**config.mk**
```make
export PLATFORM = sky130hd
export DESIGN_NAME = palette_lut
export DESIGN_NICKNAME = d
export VERILOG_FILES = /design/src/rtl/palette_lut.sv
export SDC_FILE = /design/constraint.sdc
export NUM_CORES = 1
export LEC_CHECK = 0
export CAP_MARGIN = 0
export CORE_ASPECT_RATIO = 0.75
export CORE_MARGIN = 8
export CORE_UTILIZATION = 35
export DETAILED_ROUTE_END_ITERATION = 6
export GPL_TIMING_DRIVEN = 0
export SYNTH_ARGS = -nofsm -noshare
export SYNTH_HDL_FRONTEND = slang
export SYNTH_SLANG_ARGS = --single-unit
```
**constraint.sdc**
```tcl
create_clock -name clk -period 3.1 [get_ports clk]
set_input_delay 0.31 -clock clk [delete_from_list [all_inputs] [get_ports clk]]
set_output_delay 0.31 -clock clk [all_outputs]
set_load 0.005 [all_outputs]
```
**src/rtl/palette_lut.sv**
```systemverilog
// Programmable colour-index to RGB palette for the VGA output path.
// After reset the palette RAM is filled with the legacy 5-bit default table, one entry per
// cycle. Pixel index, display-enable and syncs then pass through a two-stage pipeline, so
// colour and timing leave the block aligned.
module palette_lut #(
   parameter int unsigned CI_W = 5,
   parameter int unsigned CH_W = 4
) (
   input  logic                clk,
   input  logic                reset,
   input  logic [CI_W-1:0]     pix_idx,
   input  logic                pix_de,
   input  logic                pix_hs,
   input  logic                pix_vs,
   input  logic                wr_en,
   input  logic [CI_W-1:0]     wr_idx,
   input  logic [3*CH_W-1:0]   wr_rgb,
   output logic                wr_ready,
   output logic                init_busy,
   output logic [3*CH_W-1:0]   vga_rgb,
   output logic                vga_de,
   output logic                vga_hs,
   output logic                vga_vs
);

   localparam int unsigned RGB_W = 3 * CH_W;
   localparam int unsigned DEPTH = 1 << CI_W;

   typedef enum logic [0:0] {StInit, StRun} state_e;

   state_e            state_q, state_d;
   logic [CI_W-1:0]   cnt_q, cnt_d;

   // Palette RAM write port, shared by the init loader and host writes
   logic              ram_we;
   logic [CI_W-1:0]   ram_wa;
   logic [RGB_W-1:0]  ram_wd;
   logic [RGB_W-1:0]  mem [DEPTH];

   // Stage 1: registered pixel inputs
   logic [CI_W-1:0]   idx1_q;
   logic              de1_q, hs1_q, vs1_q;
   // Stage 2: RAM read data plus delayed controls
   logic [RGB_W-1:0]  rgb2_q;
   logic              de2_q, hs2_q, vs2_q;

   // Legacy 12-bit default palette; everything not listed is black.
   function automatic logic [11:0] default_rgb12(input logic [CI_W-1:0] i);
      logic [11:0] c;
      case (int'(i))
         0:       c = 12'h000;
         1:       c = 12'hF00;
         2:       c = 12'h0F0;
         3:       c = 12'h00F;
         4:       c = 12'h007;
         5:       c = 12'h0F0;
         6:       c = 12'h0FF;
         7:       c = 12'hE00;
         8:       c = 12'hE07;
         9:       c = 12'hDF0;
         10:      c = 12'hCCD;
         11:      c = 12'hDDF;
         12:      c = 12'h0FF;
         13:      c = 12'hF0F;
         14:      c = 12'hFF0;
         15:      c = 12'hFC8;
         16:      c = 12'hF0F;
         17:      c = 12'h9F9;
         31:      c = 12'hFFF;
         default: c = 12'h000;
      endcase
      return c;
   endfunction

   // Widen a nibble by replicating its MSB below it, or keep only its top CH_W bits.
   function automatic logic [CH_W-1:0] scale_nib(input logic [3:0] nib);
      logic [CH_W-1:0] r;
      int              k;
      r = '0;
      for (int b = 0; b < int'(CH_W); b++) begin
         k    = int'(CH_W) - 1 - b;
         r[b] = (k < 4) ? nib[3-k] : nib[3];
      end
      return r;
   endfunction

   function automatic logic [RGB_W-1:0] default_rgb(input logic [CI_W-1:0] i);
      logic [11:0] c;
      c = default_rgb12(i);
      return {scale_nib(c[11:8]), scale_nib(c[7:4]), scale_nib(c[3:0])};
   endfunction

   // Init sequencing: walk every entry once, then run
   always_comb begin
      state_d = state_q;
      cnt_d   = cnt_q;
      unique case (state_q)
         StInit: begin
            cnt_d = cnt_q + 1'b1;
            if (cnt_q == '1) begin
               state_d = StRun;
            end
         end
         StRun: begin
         end
         default: state_d = StInit;
      endcase
   end

   // Select the RAM write source; host writes are ignored while loading defaults
   always_comb begin
      ram_we = 1'b0;
      ram_wa = wr_idx;
      ram_wd = wr_rgb;
      if (!reset) begin
         if (state_q == StInit) begin
            ram_we = 1'b1;
            ram_wa = cnt_q;
            ram_wd = default_rgb(cnt_q);
         end else if (wr_en) begin
            ram_we = 1'b1;
         end
      end
   end

   // FSM state, init counter and read pipeline
   always_ff @(posedge clk) begin
      if (reset) begin
         state_q <= StInit;
         cnt_q   <= '0;
         idx1_q  <= '0;
         de1_q   <= 1'b0;
         hs1_q   <= 1'b0;
         vs1_q   <= 1'b0;
         rgb2_q  <= '0;
         de2_q   <= 1'b0;
         hs2_q   <= 1'b0;
         vs2_q   <= 1'b0;
      end else begin
         state_q <= state_d;
         cnt_q   <= cnt_d;
         idx1_q  <= pix_idx;
         de1_q   <= pix_de;
         hs1_q   <= pix_hs;
         vs1_q   <= pix_vs;
         // Same-edge write to this entry is not visible here: old colour is returned
         rgb2_q  <= mem[idx1_q];
         de2_q   <= de1_q;
         hs2_q   <= hs1_q;
         vs2_q   <= vs1_q;
      end
   end

   // Single write port into the palette RAM
   always_ff @(posedge clk) begin
      if (ram_we) begin
         mem[ram_wa] <= ram_wd;
      end
   end

   // Outputs: blank colour outside active video and while the palette is loading
   always_comb begin
      init_busy = (state_q == StInit);
      wr_ready  = (state_q == StRun);
      vga_rgb   = (de2_q && state_q == StRun) ? rgb2_q : '0;
      vga_de    = de2_q;
      vga_hs    = hs2_q;
      vga_vs    = vs2_q;
   end

endmodule
```
Word-level counts from Yosys, hierarchy flattened. Memory sizes are Yosys's and may differ from the RTL's. A register that Yosys moved wholly into a read port is not among the register bits. Index checks and enable logic that the tools add are counted.

Add/subtract/negate cells: 1. Equal/unequal tests: 1. Mux-type cells: 14. Bitwise operators: 1. Reduce and logical (&&, ||, !) cells: 1.

Operator list (count): $mux W12 (3); $mux W5 (4); $mux W1 (7); $add A5 B1 Y5 const B (1); $eq A5 B5 Y1 const B (1); $logic_and A1 B1 Y1 (1); $not A1 Y1 (1).

Bits in registers: 17. RAM bits: 384. Bits in read-only memories: 384. Input port bits: 28. Logic and storage cells: 29. Memories: 2.

Memory list: (no name shown) (words 32, width 12, read ports 1, clocked after Yosys merged registers in 1, wr ports 0, RTL line 50) `case (int'(i))`; mem (words 32, width 12, read ports 1, clocked after Yosys merged registers in 1, wr ports 1, RTL line 38) `logic [RGB_W-1:0] mem [DEPTH];`.

Logic depth before layout (Yosys ltp).
Word-level depth: 5. Gate-level depth with buffers: 10. Mapped depth without buffers: 9.

Least setup slack after synthesis. No wires, ideal clock.

Kind: flip-flop to flip-flop. From: register cnt_q[0]. To: register with a tool-made name. Setup time: 0.134 ns. Arrival: 2.368 ns. Setup slack: 0.598 ns. Cell stages (with the launch flop): 9. Cell sequence: dfxtp_1 ha_1 mux2i_1 nor2_1 inv_1 ha_1 o211ai_1 a21oi_1 or4_1.

RTL lines: start: declaration (RTL line 32) `logic [CI_W-1:0] cnt_q, cnt_d;`; start signal: assignment (RTL line 141) `cnt_q <= cnt_d;`.

Worst setup path after layout.
From: register state_q, in the netlist wr_ready. To: memory mem[5][6] (netlist bit) (enable).

Cells in the longest elaborated chain, start to end: 4. Elaborated cells on any way between the ends: 6. Those cells by class: mux (6).

RTL lines: start: declaration (RTL line 31) `state_e state_q, state_d;`; start signal: assignment (RTL line 129) `state_q <= StInit;`; start signal: assignment (RTL line 140) `state_q <= state_d;`; $mux W1 (RTL line 116) `if (state_q == StInit) begin`; $mux W1 (RTL line 115) `if (!reset) begin`; $mux W1 (RTL line 156) `if (ram_we) begin`; $mux W1 (implied by the code) (RTL line 157) `mem[ram_wa] <= ram_wd;`; end: declaration (RTL line 38).

Parallel ways exist; a longest one is shown, timed or not.

==> flow_metrics.tcl <==
set metrics [dict create \
    slowest_delay_ns 1.05 \
    ctsLongestPathBuffers 3 \
    comb_power_share 0.069 \
    seqPwrFrac 0.532 \
    intPower_uw 9450 \
    regToRegEndpoint "mem[5][6]" \
    fin_nets 1006 \
    ant_nets 0 \
    synth_commonest_cells "edfxtp_1 (384), mux4_2 (96), nand2_1 (73)" \
    setup-violations-final 47 \
    root_buffer "clkbuf_16" \
    start_util 0.353 \
    fp-row-count 69 \
    cp-end-kind "flop" \
    avgSynthCellArea_um2 18.9 \
    grt_max_degree 33 \
    m1WireLength_um 19100 \
    seq_area_mm2 0.0123 \
    worstHoldPathType "in2reg" \
    clk_pin_slew_ns 0.06 \
    period_share 1.03 \
    arrival_ns 3.35 \
    dieWidth_um 268 \
    insertion_delay_ns 0.56 \
    cp-start-kind "flop" \
    tightest_slew_ns 1.23 \
    die_area_mm2 0.0550 \
    post-cts-setup-buffers 0 \
    worstSetupPathType "reg2reg" \
    maxUsedRoutingLayer "met4" \
    syn_inst 883 \
    dr_total_vias 8550 \
    grt_pass1_wl_um 57600 \
    layout_setup_ws_ns -0.100 \
    synth_area_mm2 0.0167 \
    path_max_fanout 12 \
    outcome "complete, but fails checks" \
    maxCapViolCount 0 \
    drive_above_1_share 0.228 \
    multi_input_area_mm2 0.00422 \
    synth-edff-count 384 \
    cp_cell_sequence "buf_6 > clkbuf_2 > nand3_1 > a21oi_1 > nand2_1 > nor2_1" \
    switching_share 0.219 \
    pwr-share-clk 0.399 \
    p_total_uw 12100 \
    pre_cts_ws_ns -0.835 \
    ir_worst_vdd_mv 0.311 \
    ys_ff_latch 424 \
    syn_nets 920 \
    whs_ns 0.316 \
    relSlewSlack 0.175 \
    via_per_inst 5.21 \
    dr_wl_met2_um 16700 \
    cts_buffers 40 \
    fin_util 0.410 \
    fin_crit_ns 3.20 \
    r2r_start "wr_ready" \
    drt_wl_total_um 39400 \
    post_drt_wl_per_cell_um 24.0 \
    grt_overflow 0 \
    violations "setup timing" \
    crit_path_top_delay_cell "nor2_1" \
    ys_seq_area_frac 0.739 \
    coreArea_mm2 0.0472 \
    cellPowerDensity_mw_per_mm2 626 \
    final_cell_count_no_fill 1642 \
    crit_start "wr_ready" \
    r2r_cells 6 \
    slew_violations 0 \
    yosysMostFrequentCell "edfxtp_1" \
    ys_types 48 \
    p_sw_uw 2660 \
    antenna_found_initial 0 \
    worst-path-stages 6 \
    cp.required_ns 3.25 \
    cts_tree "done" \
    async_flop_share 0 \
    power.leakage_uw 0.00622 \
    r2r_setup_slack_ns -0.10 \
    ys_top_cells_by_area "edfxtp_1 (69%), mux4_2 (13%), dfxtp_1 (4.8%), mux2i_1 (2.5%), nand2_1 (1.6%)" \
    area_growth_pct 16.0 \
    drc_errors 0 \
    die_h_um 205 \
    synth.top_cell.area_share 0.691 \
    fin_skew_ns 0.0224 \
    ys.flop_type "edfxtp_1" \
    drt_iter0_markers 817 \
    cp-endpoint "mem[5][6]" \
    h-tree-depth 2 \
    dr.pass1.iters 5 \
    grt_pass1_vias 8549 \
    grt_setup_unrepaired "true" \
    finalHoldViolCount 0 \
    fill_cells 4200 \
    grt_usage 0.143 \
    io_pins 45 \
    synth_warnings 0 \
    crit_buf_inv 2 \
    io_buffers 44 \
    cts_sinks 424 \
    wl_met3_um 3050 \
    dp.cells 1566 \
    clock.fmax_ghz 0.312 \
    crit_family "simple AND/OR/NAND/NOR gates" \
    gp_congestion 0.849 \
    synth_top_cell_by_area "edfxtp_1" \
    dp_hpwl_um 25700 \
]
==> how the worst min path moves through the flow <==
stage	depth (start not counted)	end	from	slack [ns]
global placement	1	vga_vs	vs1_q	0.42
floorplan	1	vga_de	de1_q	0.41
detailed placement	1	vga_vs	vs1_q	0.44
global route	2	idx1_q[1]	pix_idx[1]	0.31
CTS	2	idx1_q[1]	pix_idx[1]	0.29
finish	2	idx1_q[1]	pix_idx[1]	0.32
==> metrics by stage <==
step           cell area (um2)  setup TNS (ns)
6_report                 19400           -2.39
3_5_place_dp             17900         -296.71
3_3_place_gp             17900         -257.12
4_1_cts                  19300           -5.06
5_1_grt                  19400          -16.80
2_1_floorplan            16700               0
==> cells by family after synthesis <==
family / Yosys count / synth area share
xor+xnor: 2 / 0.00105
mux: 141 / 0.158
buf+inv: 57 / 0.0163
flops: 424 / 0.739
fa+ha+maj: 9 / 0.00675
compound gates: 68 / 0.0296
simple gates: 182 / 0.0496
==> per-layer routing <==
layer | up-vias | global-route usage
li1 | 3718 | -
met1 | 4479 | 0.220
met2 | 306 | 0.203
met3 | 47 | 0.0357
met4 | 0 | 0.0305
met5 | - | 0
==> final cells by class <==
| cell class | count | area share |
|---|---|---|
| timing repair buffer | 44 | 0.0228 |
| tap | 639 | 0.0413 |
| clock inverter | 16 | 0.00711 |
| inverter | 8 | 0.00155 |
| sequential | 424 | 0.637 |
| multi-input combinational | 402 | 0.218 |
| antenna | 3 | 0.000388 |
| clock buffer | 57 | 0.0593 |
| buffer | 49 | 0.0127 |
==> state kept, by name (all words and copies together), names as in the netlist, named ones only <==
signal and count:
vs1_q 1, idx1_q 5, hs1_q 1, cnt_q 5, vga_hs 1, vga_de 1
mem 384, wr_ready 1, vga_vs 1, de1_q 1, rgb2_q 12
==> cells in the final DEF (no fill, tap or decap), types with 3 or more instances in the layout <==
master           count
clkinv_2             6
or3_1                3
nor2_4               7
a31oi_1              5
nor2_1              25
buf_1                9
nor2b_1             17
a22oi_1              4
and3_1              13
mux2_2               3
o21ai_0              5
nor2_2              22
buf_4                9
edfxtp_1           384
nand3_1              4
o211ai_1             5
inv_1                7
clkbuf_16           42
clkinv_1             4
nand2_2             12
clkbuf_8             4
a21oi_1             18
clkdlybuf4s50_1     44
mux4_2              96
a221oi_1             9
diode_2              3
buf_2               14
dfxtp_1             40
clkbuf_1            25
mux2i_1             41
ha_1                 9
nand2_1             61
nor3_1               4
a221o_1             12
nand3b_1             5
==> power by group through the flow <==
| stage | logic (uW) | clock network [uW] | registers (uW) |
|---|---|---|---|
| after floorplan | 492 | 0 | 6550 |
| after global placement | 799 | 0 | 6570 |
| after detailed placement | 817 | 0 | 6580 |
| after CTS | 825 | 4930 | 6460 |
| after global routing | 896 | 5140 | 6450 |
| final | 835 | 4830 | 6450 |
==> what timing repair did <==
item	in CTS	in global routing
gates resized for setup	25	25
cloned	0	0
hold buffers	0	0
setup endpoints to repair	489	540
hold endpoints to repair	0	0
Note: power is estimated with default switching activity, not from simulation.
